==> config.mk <==
export PLATFORM = sky130hd
export DESIGN_NAME = led_effects
export DESIGN_NICKNAME = d
export VERILOG_FILES = /design/src/rtl/led_effects.sv
export SDC_FILE = /design/constraint.sdc
export NUM_CORES = 1
export LEC_CHECK = 0
export BUFFER_PORTS_ARGS = -buffer_cell sky130_fd_sc_hd__buf_2
export CORE_MARGIN = 1.5
export CORE_UTILIZATION = 35
export CTS_CLUSTER_DIAMETER = 60
export DETAILED_ROUTE_END_ITERATION = 16
export HOLD_SLACK_MARGIN = 0.05
export PLACE_DENSITY_LB_ADDON = 0.08
export SYNTH_ARGS = -nofsm -noshare
export SYNTH_HDL_FRONTEND = slang
export SYNTH_SLANG_ARGS = --single-unit
==> constraint.sdc <==
create_clock -name clk -period 2.7 [get_ports clk]
set_clock_uncertainty 0.1 [all_clocks]
set_input_delay 0.405 -clock clk [delete_from_list [all_inputs] [get_ports clk]]
set_output_delay 0.405 -clock clk [all_outputs]
set_load 0.1 [all_outputs]
==> src/rtl/led_effects.sv <==
// LED effect engine: blink, chase and game-over effects for the LED bar.
// Ports: clk, rst_n (async low), perfect/hit pulses, dead level, led, busy.
module led_effects #(
    parameter int NUM_LEDS    = 8,
    parameter int HALF_PERIOD = 5000000,
    parameter int BLINK_TIMES = 3,
    parameter int STEP_PERIOD = 2500000,
    parameter int CNT_W       = 24
) (
    input  logic                clk,
    input  logic                rst_n,
    input  logic                perfect,
    input  logic                hit,
    input  logic                dead,
    output logic [NUM_LEDS-1:0] led,
    output logic                busy
);

    localparam int PW = (BLINK_TIMES > 1) ? $clog2(BLINK_TIMES) : 1;
    localparam int IW = $clog2(NUM_LEDS);

    localparam logic [CNT_W-1:0] HALF_T    = CNT_W'(HALF_PERIOD - 1);
    localparam logic [CNT_W-1:0] STEP_T    = CNT_W'(STEP_PERIOD - 1);
    localparam logic [PW-1:0]    LAST_PAIR = PW'(BLINK_TIMES - 1);
    localparam logic [IW-1:0]    LAST_IDX  = IW'(NUM_LEDS - 1);

    typedef enum logic [1:0] {
        S_IDLE,
        S_BLINK,
        S_CHASE,
        S_DEAD
    } state_e;

    state_e              state_q, state_d;
    logic [CNT_W-1:0]    timer_q, timer_d;
    logic [PW-1:0]       pair_q, pair_d;
    logic                on_q, on_d;
    logic [IW-1:0]       idx_q, idx_d;
    logic [NUM_LEDS-1:0] led_q, led_d;
    logic                busy_q, busy_d;
    logic                go_blink, go_chase;

    always_ff @(posedge clk or negedge rst_n) begin
        if (!rst_n) begin
            state_q <= S_IDLE;
            timer_q <= '0;
            pair_q  <= '0;
            on_q    <= 1'b0;
            idx_q   <= '0;
            led_q   <= '0;
            busy_q  <= 1'b0;
        end else begin
            state_q <= state_d;
            timer_q <= timer_d;
            pair_q  <= pair_d;
            on_q    <= on_d;
            idx_q   <= idx_d;
            led_q   <= led_d;
            busy_q  <= busy_d;
        end
    end

    always_comb begin
        state_d  = state_q;
        timer_d  = timer_q;
        pair_d   = pair_q;
        on_d     = on_q;
        idx_d    = idx_q;
        led_d    = led_q;
        go_blink = 1'b0;
        go_chase = 1'b0;

        if (dead) begin
            state_d = S_DEAD;
            timer_d = '0;
            pair_d  = '0;
            on_d    = 1'b0;
            idx_d   = '0;
            led_d   = '1;
        end else begin
            unique case (state_q)
                S_IDLE: begin
                    go_blink = perfect;
                    go_chase = hit;
                end
                S_BLINK: begin
                    // hit is ignored while blinking
                    if (perfect) begin
                        go_blink = 1'b1;
                    end else if (timer_q != '0) begin
                        timer_d = timer_q - CNT_W'(1);
                    end else if (on_q) begin
                        on_d    = 1'b0;
                        led_d   = '0;
                        timer_d = HALF_T;
                    end else if (pair_q == LAST_PAIR) begin
                        state_d = S_IDLE;
                        pair_d  = '0;
                        led_d   = '0;
                    end else begin
                        pair_d  = pair_q + PW'(1);
                        on_d    = 1'b1;
                        led_d   = '1;
                        timer_d = HALF_T;
                    end
                end
                S_CHASE: begin
                    if (perfect || hit) begin
                        go_blink = perfect;
                        go_chase = hit;
                    end else if (timer_q != '0) begin
                        timer_d = timer_q - CNT_W'(1);
                    end else if (idx_q == LAST_IDX) begin
                        state_d = S_IDLE;
                        idx_d   = '0;
                        led_d   = '0;
                    end else begin
                        idx_d   = idx_q + IW'(1);
                        led_d   = led_q << 1;
                        timer_d = STEP_T;
                    end
                end
                S_DEAD: begin
                    // dead just fell: pulses this cycle are dropped too
                    state_d = S_IDLE;
                    led_d   = '0;
                end
            endcase

            // perfect outranks hit when both arrive together
            if (go_blink) begin
                state_d = S_BLINK;
                timer_d = HALF_T;
                pair_d  = '0;
                on_d    = 1'b1;
                idx_d   = '0;
                led_d   = '1;
            end else if (go_chase) begin
                state_d = S_CHASE;
                timer_d = STEP_T;
                pair_d  = '0;
                on_d    = 1'b0;
                idx_d   = '0;
                led_d   = NUM_LEDS'(1);
            end
        end

        busy_d = (state_d != S_IDLE);
    end

    assign led  = led_q;
    assign busy = busy_q;

endmodule

==> metrics.md <==
| Metric | Value |
|---|---|
| Slowest stage cell, crit path | `or4_4` |
| Top cell type's share of synthesized area | `41.5%` |
| IO Port Bufs | `13` |
| Register area share after synthesis | `around 41%` |
| Worst-case reg-to-reg path depth | `7` |
| R2r endpoint | `timer_q[8]` |
| Reg2reg setup slack | `~0.18 ns` |
| Vias in the first global route | `roughly 2200` |
| Site Rows | `30` |
| Status | `complete, no violations` |
| DP Wirelength | `4.78 mm` |
| Hold Buf Count CTS | `0` |
| DRC viols | `0` |
| Die ar. | `roughly 0.0076 mm²` |
| Max Cap Viol | `0` |
| Fraction of layout cells with a size suffix above 1 | `between 10% and 20%` |
| Total global routing overflow | `0` |
| Worst path required time | `roughly 2.8 ns` |
| Worst Path Arrival | `approximately 2.6 ns` |
| P per Cell Area | `around 640 mW/mm²` |
| Critical path class | `reg2reg` |
| VDD IR max | `approximately 0.34 mV` |
| Synth warn | `0` |
| Top Family by Delay on Critical Path | `simple AND/OR/NAND/NOR gates` |
| Hold Vio Cnt, Final | `0` |
| Via density | `roughly 5.5` |
| Global Route Usage Sum | `between 10% and 20%` |
| Worst hold path type | `in2async` |
| Number of synthesized register bits | `41` |
| Starting density of the core | `approximately 36%` |
| Skew-Pair Late Insertion Delay | `0.30 ns` |
| I/O pins | `14` |
| Final Non-Filler Cells | `412` |
| Largest net degree at the start of global routing | `42` |
| CTS Sinks | `just over 40` |
| Crit end category | `flop` |
| Final worst-path cycle share | `93.2%` |
| Max Root-Sink Buffers | `2` |
| Area grow syn2layout | `17.6%` |
| DIE WIDTH | `roughly 87 µm` |
| Drt pass-1 iters | `4` |
| Worst Path Buf+Inv | `1` |
| Final setup margin | `0.183 ns` |
| DRT iter0 DRCs | `89` |
| Post-layout min period | `2.52 ns` |
| Critical path startpoint category | `flop` |
| Post-DR wirelength/cell | `between 15 and 20 µm` |
| CP Depth | `7` |
| Worst path max stage delay | `approximately 0.57 ns` |
| Inst Count DP | `around 400` |
| Tot Pwr | `roughly 1.9 mW` |
| First-pass GRT wire length | `between 10 and 15 mm` |
| Routed wire length | `6.75 mm` |
| Worst slack, placed | `about 0.094 ns` |
| Synth top area cells | `dfrtp_1, o21ai_0, nor2_1` |
| Crit-path max FO | `20` |
| Syn_nets | `between 200 and 300` |
| Area of the core | `between 0.006 and 0.007 mm²` |
| Library cells used by synthesis | `44` |
| Root Buffer | `clkbuf_8` |
| Gpl congestion | `roughly 0.85` |
| CTS H-tree lvls | `2` |
| Worst-path clk slew | `roughly 0.080 ns` |
| Syn_area_per_cell | `about 8.7 µm²` |
| Pleak | `around 1.2 nW` |
| CTS Buf Count | `5` |
| Die H | `a little under 90 µm` |
| Slew @ Worst Pin | `approximately 0.95 ns` |
| DR vias | `2254` |
| Final slew viol count | `0` |
| CTS tree | `yes` |
| Synthesized area | `0.00247 mm²` |
| Antenna violations before repair | `0` |
| Worst R2R Start | `timer_q[11]` |
| Setup TNS | `0 ns` |
| Max Clk Rate | `slightly below 400 MHz` |
| RSZ-0062 raised after global routing | `no` |
| Post-Syn Instances | `around 280` |
| Critical Path, Cell by Cell | `nor4_2 > nand3_2 > or4_4 > a31oi_4 > buf_4 > a21oi_1 > o22a_1` |
| Synth area leader | `dfrtp_1` |
| Fin nets | `324` |
| Antenna viol nets, final | `0` |
| Setup-failing EPs final | `0` |
| Diode count | `0` |
| Slew headroom | `between 30 and 40%` |
[worst max-delay path by stage]
stage                            from     endpoint  slack [ns]
final                     timer_q[11]   timer_q[8]        0.18
after global routing      timer_q[11]  timer_q[11]        0.03
after CTS                 timer_q[11]   timer_q[8]        0.08
after detailed placement  timer_q[11]   timer_q[9]        0.09
after global placement    timer_q[11]  timer_q[11]        0.17
after floorplan           timer_q[11]   timer_q[9]        0.36
[cell type report]
type                    instances  area (µm²)
fillers                       723        3920
multi-input cells             220        1360
flip-flops and latches         41        1030
repair buffers                 35         243
well taps                      96         120
clock buffers                   7        86.3
inverters                      12        45.0
clock inverters                 1        30.0
[routing by layer]
layer  vias to the layer above  wire, µm  global-route usage [%]
li1                       1118         -                       -
met1                      1094      3400                    27.1
met2                        30      3000                    29.3
met3                        12       209                    3.41
met4                         0       136                    6.16
met5                         -         0                       0
[timing repair]
action / in CTS / in global routing
setup buffers: 0 / 0
endpoints found under the hold margin: 0 / 0
gates resized for setup: 0 / 2
setup endpoints to repair: 0 / 24
[power by group]
group	total, mW	leakage [nW]	internal, mW	switching (mW)
sequential	0.750	0.511	0.676	0.0735
clock	0.519	0.0585	0.302	0.217
combinational	0.595	0.620	0.210	0.385
total	1.86	1.19	1.19	0.676
[stage by stage]
stage          instance area [µm²]  util [%]  hold slack [ns]
2_1_floorplan                 2470         -          0.00941
4_1_cts                       2900      42.4            0.191
3_5_place_dp                  2780      40.7            0.369
3_3_place_gp                  2780      40.7            0.374
6_report                      2910      42.6            0.152
5_1_grt                       2910      42.6            0.229
[cell usage after synthesis]
| cell | count |
|---|---|
| nor2b_1 | 4 |
| and3_1 | 6 |
| o211ai_1 | 1 |
| a311oi_1 | 1 |
| nor4_2 | 1 |
| nand2b_1 | 4 |
| buf_4 | 2 |
| nor3_1 | 19 |
| o21ai_0 | 29 |
| a31oi_1 | 6 |
| mux2i_1 | 6 |
| inv_2 | 1 |
| inv_1 | 11 |
| clkbuf_1 | 7 |
| nand3_1 | 4 |
| a21o_1 | 1 |
| o22a_1 | 8 |
| or3_1 | 1 |
| mux2_2 | 7 |
| nand3_2 | 2 |
| a221o_1 | 1 |
| nand4_1 | 2 |
| a22o_1 | 3 |
| o31ai_1 | 11 |
| a211oi_1 | 5 |
| and2_0 | 1 |
| a31oi_4 | 1 |
| nor2_1 | 35 |
| a21oi_1 | 20 |
| a21boi_1 | 1 |
| nor3b_1 | 1 |
| a41oi_1 | 3 |
| o31a_1 | 1 |
| dfrtp_1 | 41 |
| xnor2_1 | 1 |
| or4_4 | 1 |
| ha_1 | 4 |
| o221ai_1 | 1 |
| buf_6 | 1 |
| buf_2 | 1 |
| nor4_1 | 5 |
| a211oi_2 | 1 |
| a2111oi_0 | 1 |
| nand2_1 | 21 |
[layout by cell type, fill, tap and decap left out, types with 2 or more instances in the layout]
master	n
a211oi_1	5
a21oi_1	20
a22o_1	3
a31oi_1	6
a41oi_1	3
and3_1	6
buf_2	13
buf_4	21
clkbuf_8	6
dfrtp_1	41
ha_1	4
inv_1	11
mux2_2	7
mux2i_1	6
nand2_1	21
nand2b_1	4
nand3_1	4
nand3_2	2
nand4_1	2
nor2_1	35
nor2b_1	4
nor3_1	19
nor4_1	4
nor4_2	2
o21ai_0	29
o22a_1	8
o31ai_1	11
[kinds of logic after synthesis]
| group | Yosys count | synth area share (%) |
|---|---|---|
| XOR/XNOR | 1 | 0.354 |
| AO/OA/AOI/OAI | 95 | 25.3 |
| adder cells (fa/ha/maj) | 4 | 2.02 |
| AND/OR/NAND/NOR | 107 | 21.0 |
| flip-flops | 41 | 41.5 |
| buffers and inverters | 23 | 4.15 |
| multiplexers | 13 | 5.61 |
[flip-flops by register name (all words and copies together) (netlist names)]
name,flops
idx_q,3
timer_q,24
pair_q,2
on_q,1
busy,1
led,8
state_q,2
Note: power is estimated with default switching activity, not from simulation.
